File: src/rtl/keycode_event_ctrl.sv
// Multi-key keyboard event controller: debounced press/release,
// held level, auto-repeat and sticky latched flags per table key.
module keycode_event_ctrl #(
    parameter int NUM_KEYS        = 4,
    parameter int KEYCODE_W       = 8,
    parameter logic [NUM_KEYS*KEYCODE_W-1:0] KEY_TABLE =
        {8'h2C, 8'h16, 8'h1A, 8'h28},
    parameter int DEBOUNCE_CYCLES = 4,
    parameter int REPEAT_DELAY    = 16,
    parameter int REPEAT_PERIOD   = 4
) (
    input  logic                 Clk,
    input  logic                 Reset_n,
    input  logic [KEYCODE_W-1:0] keycode,
    input  logic [NUM_KEYS-1:0]  clear,
    output logic [NUM_KEYS-1:0]  press_pulse,
    output logic [NUM_KEYS-1:0]  release_pulse,
    output logic [NUM_KEYS-1:0]  repeat_pulse,
    output logic [NUM_KEYS-1:0]  held,
    output logic [NUM_KEYS-1:0]  latched,
    output logic                 any_latched
);

    localparam int MAX_DR  = (DEBOUNCE_CYCLES > REPEAT_DELAY) ?
                             DEBOUNCE_CYCLES : REPEAT_DELAY;
    localparam int MAX_ALL = (MAX_DR > REPEAT_PERIOD) ?
                             MAX_DR : REPEAT_PERIOD;
    localparam int CW      = $clog2(MAX_ALL + 1);

    localparam logic [CW-1:0] DB_LAST = CW'(DEBOUNCE_CYCLES - 1);
    localparam logic [CW-1:0] RD_LAST =
        CW'((REPEAT_DELAY > 0) ? (REPEAT_DELAY - 1) : 0);
    localparam logic [CW-1:0] RP_LAST = CW'(REPEAT_PERIOD - 1);
    localparam bit            REP_EN  = (REPEAT_DELAY > 0);
    localparam bit            DB_ONE  = (DEBOUNCE_CYCLES == 1);

    typedef enum logic [1:0] {
        IDLE,
        DEBOUNCE,
        HELD,
        REPEAT
    } state_t;

    state_t              state [NUM_KEYS];
    logic [CW-1:0]       cnt   [NUM_KEYS];
    logic [KEYCODE_W-1:0] code [NUM_KEYS];

    logic [NUM_KEYS-1:0] match;
    logic [NUM_KEYS-1:0] press_set;
    logic [NUM_KEYS-1:0] latched_nxt;

    for (genvar g = 0; g < NUM_KEYS; g++) begin : g_code
        assign code[g] = KEY_TABLE[g*KEYCODE_W +: KEYCODE_W];
    end

    // A zero table entry never matches, so that channel stays idle forever.
    always_comb begin
        match       = '0;
        press_set   = '0;
        latched_nxt = '0;
        for (int i = 0; i < NUM_KEYS; i++) begin
            match[i] = (keycode == code[i]) && (code[i] != '0);
            press_set[i] = match[i] &&
                (((state[i] == IDLE) && DB_ONE) ||
                 ((state[i] == DEBOUNCE) && (cnt[i] == DB_LAST)));
            latched_nxt[i] = press_set[i] | (latched[i] & ~clear[i]);
        end
    end

    always_ff @(posedge Clk or negedge Reset_n) begin
        if (!Reset_n) begin
            for (int i = 0; i < NUM_KEYS; i++) begin
                state[i] <= IDLE;
                cnt[i]   <= '0;
            end
            press_pulse   <= '0;
            release_pulse <= '0;
            repeat_pulse  <= '0;
            held          <= '0;
            latched       <= '0;
            any_latched   <= 1'b0;
        end else begin
            latched     <= latched_nxt;
            any_latched <= |latched_nxt;
            for (int i = 0; i < NUM_KEYS; i++) begin
                press_pulse[i]   <= 1'b0;
                release_pulse[i] <= 1'b0;
                repeat_pulse[i]  <= 1'b0;
                unique case (state[i])
                    IDLE: begin
                        if (press_set[i]) begin
                            state[i]       <= HELD;
                            cnt[i]         <= '0;
                            press_pulse[i] <= 1'b1;
                            held[i]        <= 1'b1;
                        end else if (match[i]) begin
                            state[i] <= DEBOUNCE;
                            cnt[i]   <= CW'(1);
                        end
                    end
                    DEBOUNCE: begin
                        if (!match[i]) begin
                            state[i] <= IDLE;
                            cnt[i]   <= '0;
                        end else if (press_set[i]) begin
                            state[i]       <= HELD;
                            cnt[i]         <= '0;
                            press_pulse[i] <= 1'b1;
                            held[i]        <= 1'b1;
                        end else begin
                            cnt[i] <= cnt[i] + CW'(1);
                        end
                    end
                    HELD: begin
                        if (!match[i]) begin
                            state[i]         <= IDLE;
                            cnt[i]           <= '0;
                            release_pulse[i] <= 1'b1;
                            held[i]          <= 1'b0;
                        end else if (REP_EN) begin
                            if (cnt[i] == RD_LAST) begin
                                state[i]        <= REPEAT;
                                cnt[i]          <= '0;
                                repeat_pulse[i] <= 1'b1;
                            end else begin
                                cnt[i] <= cnt[i] + CW'(1);
                            end
                        end
                    end
                    REPEAT: begin
                        // Counter wraps every period, so holding never overflows.
                        if (!match[i]) begin
                            state[i]         <= IDLE;
                            cnt[i]           <= '0;
                            release_pulse[i] <= 1'b1;
                            held[i]          <= 1'b0;
                        end else if (cnt[i] == RP_LAST) begin
                            cnt[i]          <= '0;
                            repeat_pulse[i] <= 1'b1;
                        end else begin
                            cnt[i] <= cnt[i] + CW'(1);
                        end
                    end
                    default: begin
                        state[i] <= IDLE;
                        cnt[i]   <= '0;
                    end
                endcase
            end
        end
    end

endmodule

File: config.mk
export PLATFORM = sky130hd
export DESIGN_NAME = keycode_event_ctrl
export DESIGN_NICKNAME = d
export VERILOG_FILES = /design/src/rtl/keycode_event_ctrl.sv
export SDC_FILE = /design/constraint.sdc
export NUM_CORES = 1
export LEC_CHECK = 0
export CORE_ASPECT_RATIO = 1.25
export CORE_MARGIN = 4
export CORE_UTILIZATION = 58
export DETAILED_ROUTE_END_ITERATION = 16
export HOLD_SLACK_MARGIN = 0.15
export PLACE_DENSITY = 0.85
export SLEW_MARGIN = 0
export SYNTH_ARGS = -nofsm -noshare
export SYNTH_HDL_FRONTEND = slang
export SYNTH_SLANG_ARGS = --single-unit
File: constraint.sdc
create_clock -name Clk -period 4.4 [get_ports Clk]
set_clock_uncertainty 0.05 [all_clocks]
set_input_delay 0.88 -clock Clk [delete_from_list [all_inputs] [get_ports Clk]]
set_output_delay 0.88 -clock Clk [all_outputs]
set_load 0.05 [all_outputs]
# After elaboration in Yosys (flattened, before gate mapping)
# Cells that the tools add are included.
[word_totals]
reg_bits = 49
latchBits = 0
ram_bits = 0
mem_bits_ro = 0
output_inout_bits = 21
elab_cells = 230
mem_count = 0
[classes]
add_sub_neg = 4
n_mul = 0
div = 0
magnitude_cmp = 0
n_eq_ne = 48
shifts = 0
n_mux = 124
n_bitwise = 12
n_reduce_logical = 25
[op_table]
columns = ["op", "count"]
rows = [
  ["$mux 5", 32],
  ["$pmux 5 s4", 4],
  ["$mux 2", 28],
  ["$mux 1", 44],
  ["$ne 3x3->1 const B", 12],
  ["$pmux 2 s4", 4],
  ["$ne 2x2->1 const B", 12],
  ["$add 5x1->5 const B", 4],
  ["$eq 5x2->1 const B", 4],
  ["$eq 5x4->1 const B", 4],
  ["$eq 2x2->1 const B", 8],
  ["$eq 8x5->1 const B", 2],
  ["$eq 8x6->1 const B", 2],
  ["$pmux 1 s2", 8],
  ["$reduce_and 4->1", 4],
  ["$pmux 1 s3", 4],
  ["$eq 2x1->1 const B", 4],
  ["$logic_and 1x1->1", 8],
  ["$logic_not 2->1", 4],
  ["$reduce_and 2->1", 4],
  ["$reduce_or 2->1", 4],
  ["$and 1x1->1", 4],
  ["$not 1->1", 4],
  ["$or 1x1->1", 4],
  ["$reduce_or 4->1", 1],
]

# Longest topological paths before layout
[depth]
word_depth = 6
ltp_mapped = 8
depth_no_buf = 8

# Worst setup path before layout
# No wires, ideal clock.
[synth_path]
path_kind = "input to register"
startpoint = "input port keycode[2]"
endpoint = "register cnt[12] (netlist bit)"
setup_time_ps = 66
t_arrival_ps = 2423
t_required_ps = 4284
setup_slack_ps = 1860
cell_stages = 5
path_cell_list = "or4b_4 > or4b_1 > buf_6 > nor4b_2 > a221o_1"
[synth_between]
elab_chain_len = 5
elab_cells_between_ends = 9
classes_between = "2 x eq/ne; 6 x mux; 1 x reduce/logical"
[synth_rtl]
columns = ["item", "line", "source"]
rows = [
  ["start, declared", "14", "input logic [KEYCODE_W-1:0] keycode,"],
  ["$eq 8x5->1 *", "62", "match[i] = (keycode == code[i]) && (code[i] != '0);"],
  ["$logic_and 1x1->1", "63", "press_set[i] = match[i] &&"],
  ["$mux 5", "105", "end else if (press_set[i]) begin"],
  ["$mux 5", "102", "if (!match[i]) begin"],
  ["$pmux 5 s4", "89", "unique case (state[i])"],
  ["end signal, assigned by index", "111", "cnt[i] <= cnt[i] + CW'(1);"],
  ["end signal, assigned by index", "126", "cnt[i] <= cnt[i] + CW'(1);"],
  ["end signal, assigned by index", "141", "cnt[i] <= cnt[i] + CW'(1);"],
  ["end, declared", "45", "logic [CW-1:0] cnt [NUM_KEYS];"],
]
# Mark *: on every way between the ends. The rest lies on a longest branch, timed or not.
# A chain may end at the register's enable or synchronous reset.

# Worst setup path in the final report
[layout_path]
startpoint = "input port keycode[0]"
endpoint = "register cnt[8] (netlist bit)"
# The elaborated chain is that of the path after synthesis.

==> reports/results.ini <==
[status]
run_status=finished clean

[clock_network]
tritoncts_clock_tree=yes
clock_latency_reported_for_the_late_side_of_the_worst_skew_pair_ns=0.30
cell_at_the_root_of_the_clock_tree=sky130_fd_sc_hd__clkbuf_8
clock_tree.htree_level_count=2
cts_buffers=5
post_cts.resized_instances=0
cts_post_setup_buffers_inserted=0
clk_path_buf_depth=2
clock_sink_count=49
postCtsHoldBufs=0
clkTransAtPathRegs_ns=0.09

[cells_and_area]
layout_stage_area_growth_over_the_synthesis_result_pct=19.0
most_common_cell_after_layout_fill_and_taps_aside=sky130_fd_sc_hd__dfrtp_1
multiInputGateArea_um2=1160
register_area_um2=1230
fillCellCount=310
diodes=0
drive_gt1_share_pct=7.33
mostFrequentLayoutCells=sky130_fd_sc_hd__dfrtp_1 (49), sky130_fd_sc_hd__clkdlybuf4s50_1 (33), sky130_fd_sc_hd__nor2_1 (19)
finish.net_count=299

[synthesis]
synth-edff-count=0
asyncSetResetFlopFracSynth_pct=100
synth_cell_types=48
mappedNetlistNets=269
syn-instance-count=242
synth_mux_area_share_pct=0.850
synth_compound_gate_area_share_pct=16.4
yosys.area_share.adder_pct=6.50
postSynth.topFlopCell=sky130_fd_sc_hd__dfrtp_1
post_synth_xor_area_fraction_pct=1.05
avgSynthCellArea_um2=10.3
synth_top_family_by_area=simple AND/OR/NAND/NOR gates
post_synth_and_or_nand_nor_area_fraction_pct=21.5
synth_seq_cells=49
post_synth_instance_area_um2=2500
warning_count_from_the_yosys_run=0
seq_area_frac_synth_pct=49.0

[sta]
fin_tns_setup_ns=0
fmax_mhz=345
timing.final.max_slew_violations=0
setup_viol=0
tcrit_tclk_final_pct=65.9
final_hold_violation_count=0
rsz_0062_raised_after_global_routing=no
worst_slew_margin_rel_pct=29.9
worst-slew-pin-transition_ns=1.05
layout_min_cycle_time_ns=2.90

[floorplan]
floorplan.initialDensity_pct=60.6
die_width_um=66.8
floorplan.core_area_um2=4130
die_area_um2=5440
top_level_ports=35
die_h_um=81.5
rows=26

[power]
switching_share_pct=21.8
vdd_ir_drop_max_uv=155
power_density_over_the_cells_nw_per_um2=289
design_power_total_uw=860
share_clk_of_total_power_pct=38.9
seq_power_share_pct=54.9
intPower_uw=672
switching_power_uw=188
power_leakage_nw=1.30
comb_power_share_pct=6.2

[detailed_routing]
drt_pass1_iterations=4
detail_route.iter0.violations=75
route.vias.total=1908
drc_errors=0
antenna_left=0
viasPerCell=5.80
drt-wirelength-per-cell_um=14.7
wl_um=4820

[global_route]
met1_resource_use_gr_pct=24.1
grt_pass1_vias=1952
grt_use_met2_pct=36.2
antenna_violations_before_repair=0
grt_start_max_net_pins=50
most_crowded_layer_gr=met2
gr-usage-all-layers_pct=20.3
global_route_wire_length_before_repair_um=8560
groute.layer.met3.usage_pct=3.28
grt_overflow=0

[worst_setup_path]
worst-path-max-fanout=6
timing.critical_path.max_delay_family=simple AND/OR/NAND/NOR gates
cpMostUsedCell=sky130_fd_sc_hd__nor3_1
worst_ep_required_time_ns=4.55
path_buf_inv=1
crit_chain=clkdlybuf4s50_1 > or4b_1 > nor3_1 > nor3_1 > a221o_1
timing.critical_path.from_type=input port
worstSetupEndpointType=flip-flop
arrival_time_at_the_worst_endpoint_ns=3.05
timing_worst_setup_path_type=input port to flip-flop
critical-path-slowest-cell=sky130_fd_sc_hd__or4b_1
critPathMaxStageDelay_ns=0.57

[placed_design]
place.detailed.hpwl_um=3500
place.gp.congestion=0.855
placement.io_buffers=34

[min_path]
hold_path.class=flip-flop to flip-flop

[flow_run]
max_cap_violations=0

-- power groups by stage --
stage               Sequential [mW]  Combinational [mW]  Clock [mW]
detailed placement            0.481              0.0539           0
global route                  0.475              0.0611       0.359
finish                        0.472              0.0529       0.335
global placement              0.481              0.0519           0
CTS                           0.472              0.0546       0.342
floorplan                     0.478              0.0274           0
-- stage by stage --
stage | cells | hold slack (ns) | util (%) | worst slack (ns) | instance area, um2
6_report | 329 | 0.473 | 72.1 | 1.50 | 2980
5_1_grt | 329 | 0.507 | 72.1 | 1.38 | 2980
4_1_cts | 329 | 0.479 | 72.1 | 1.53 | 2980
3_5_place_dp | 321 | 0.462 | 69.2 | 1.20 | 2860
3_3_place_gp | 321 | 0.446 | 69.2 | 1.25 | 2860
2_1_floorplan | 242 | 0.426 | - | 1.86 | 2500
-- layer usage --
metal	part of all wire, %	wire length [um]	up-vias
met5	0	0	-
met4	2.1	102	0
met3	4.0	192	11
met2	53	2550	43
met1	41	1980	917
li1	-	-	937
-- sequential cells by signal, summed over array words and instances (netlist names) --
register       cells
any_latched        1
cnt               20
held               4
latched            4
press_pulse        4
release_pulse      4
repeat_pulse       4
state              8
-- final timing paths --
path | start | end | slack [ns] | depth (start not counted)
worst max-delay path | keycode[0] | cnt[8] | 1.50 | 5
max in group asynchronous | Reset_n | cnt[17] | 2.94 | 1
worst min register to register | held[0] | held[0] | 0.47 | 2
worst max register to register | cnt[10] | cnt[12] | 2.16 | 5
worst min-delay path | held[0] | held[0] | 0.47 | 2
min in group asynchronous | Reset_n | repeat_pulse[1] | 0.70 | 1
-- worst min-delay path: cells and delay by family (launching register included) --
kind            cells  cell delay (ns)
compound gates      1             0.06
simple gates        1             0.05
flops               1             0.37
-- cell type report --
class / instances / area share, %
multi-input combinational: 164 / 38.9
clock buffer: 6 / 2.77
tap: 56 / 2.35
clock inverter: 2 / 1.26
sequential: 49 / 41.2
timing repair buffer: 34 / 11.3
inverter: 18 / 2.27
-- logic make-up (layout without fill, tap and decap cells) --
group,after synthesis,count (layout)
AND/OR/NAND/NOR,94,94
AO/OA/AOI/OAI,52,52
flip-flops,49,49
buffers and inverters,29,60
adder cells (fa/ha/maj),13,13
XOR/XNOR,3,3
multiplexers,2,2
-- cells in the mapped netlist (2+ instances only) --
cell type                   n  area share [%]
sky130_fd_sc_hd__nand2_1   18             2.7
sky130_fd_sc_hd__a211oi_1   2            0.60
sky130_fd_sc_hd__nor2_1    19             2.8
sky130_fd_sc_hd__xor2_1     2            0.70
sky130_fd_sc_hd__clkbuf_1   9             1.3
sky130_fd_sc_hd__nor4b_1    6             2.1
sky130_fd_sc_hd__nand2b_1   5             1.2
sky130_fd_sc_hd__a31oi_1    4             1.0
sky130_fd_sc_hd__or4b_2     2            0.80
sky130_fd_sc_hd__ha_1      13             6.5
sky130_fd_sc_hd__and2_1     4             1.0
sky130_fd_sc_hd__o21ba_2    2            0.80
sky130_fd_sc_hd__nor3b_1    4             1.2
sky130_fd_sc_hd__o32ai_1    4             1.4
sky130_fd_sc_hd__a21oi_1    7             1.4
sky130_fd_sc_hd__inv_1     18             2.7
sky130_fd_sc_hd__dfrtp_1   49              49
sky130_fd_sc_hd__a32o_1     3             1.2
sky130_fd_sc_hd__a221o_1    4             1.6
sky130_fd_sc_hd__nor3_1    13             2.6
sky130_fd_sc_hd__o31ai_1    5             1.5
sky130_fd_sc_hd__and3_1     2            0.50
sky130_fd_sc_hd__o21ai_0    9             1.8
sky130_fd_sc_hd__nor4b_2    2             1.2
sky130_fd_sc_hd__or4b_1     3             1.2
sky130_fd_sc_hd__nand3_1    8             1.6
sky130_fd_sc_hd__a22o_1     4             1.4
No activity file was read; power rests on OpenSTA's default activity.
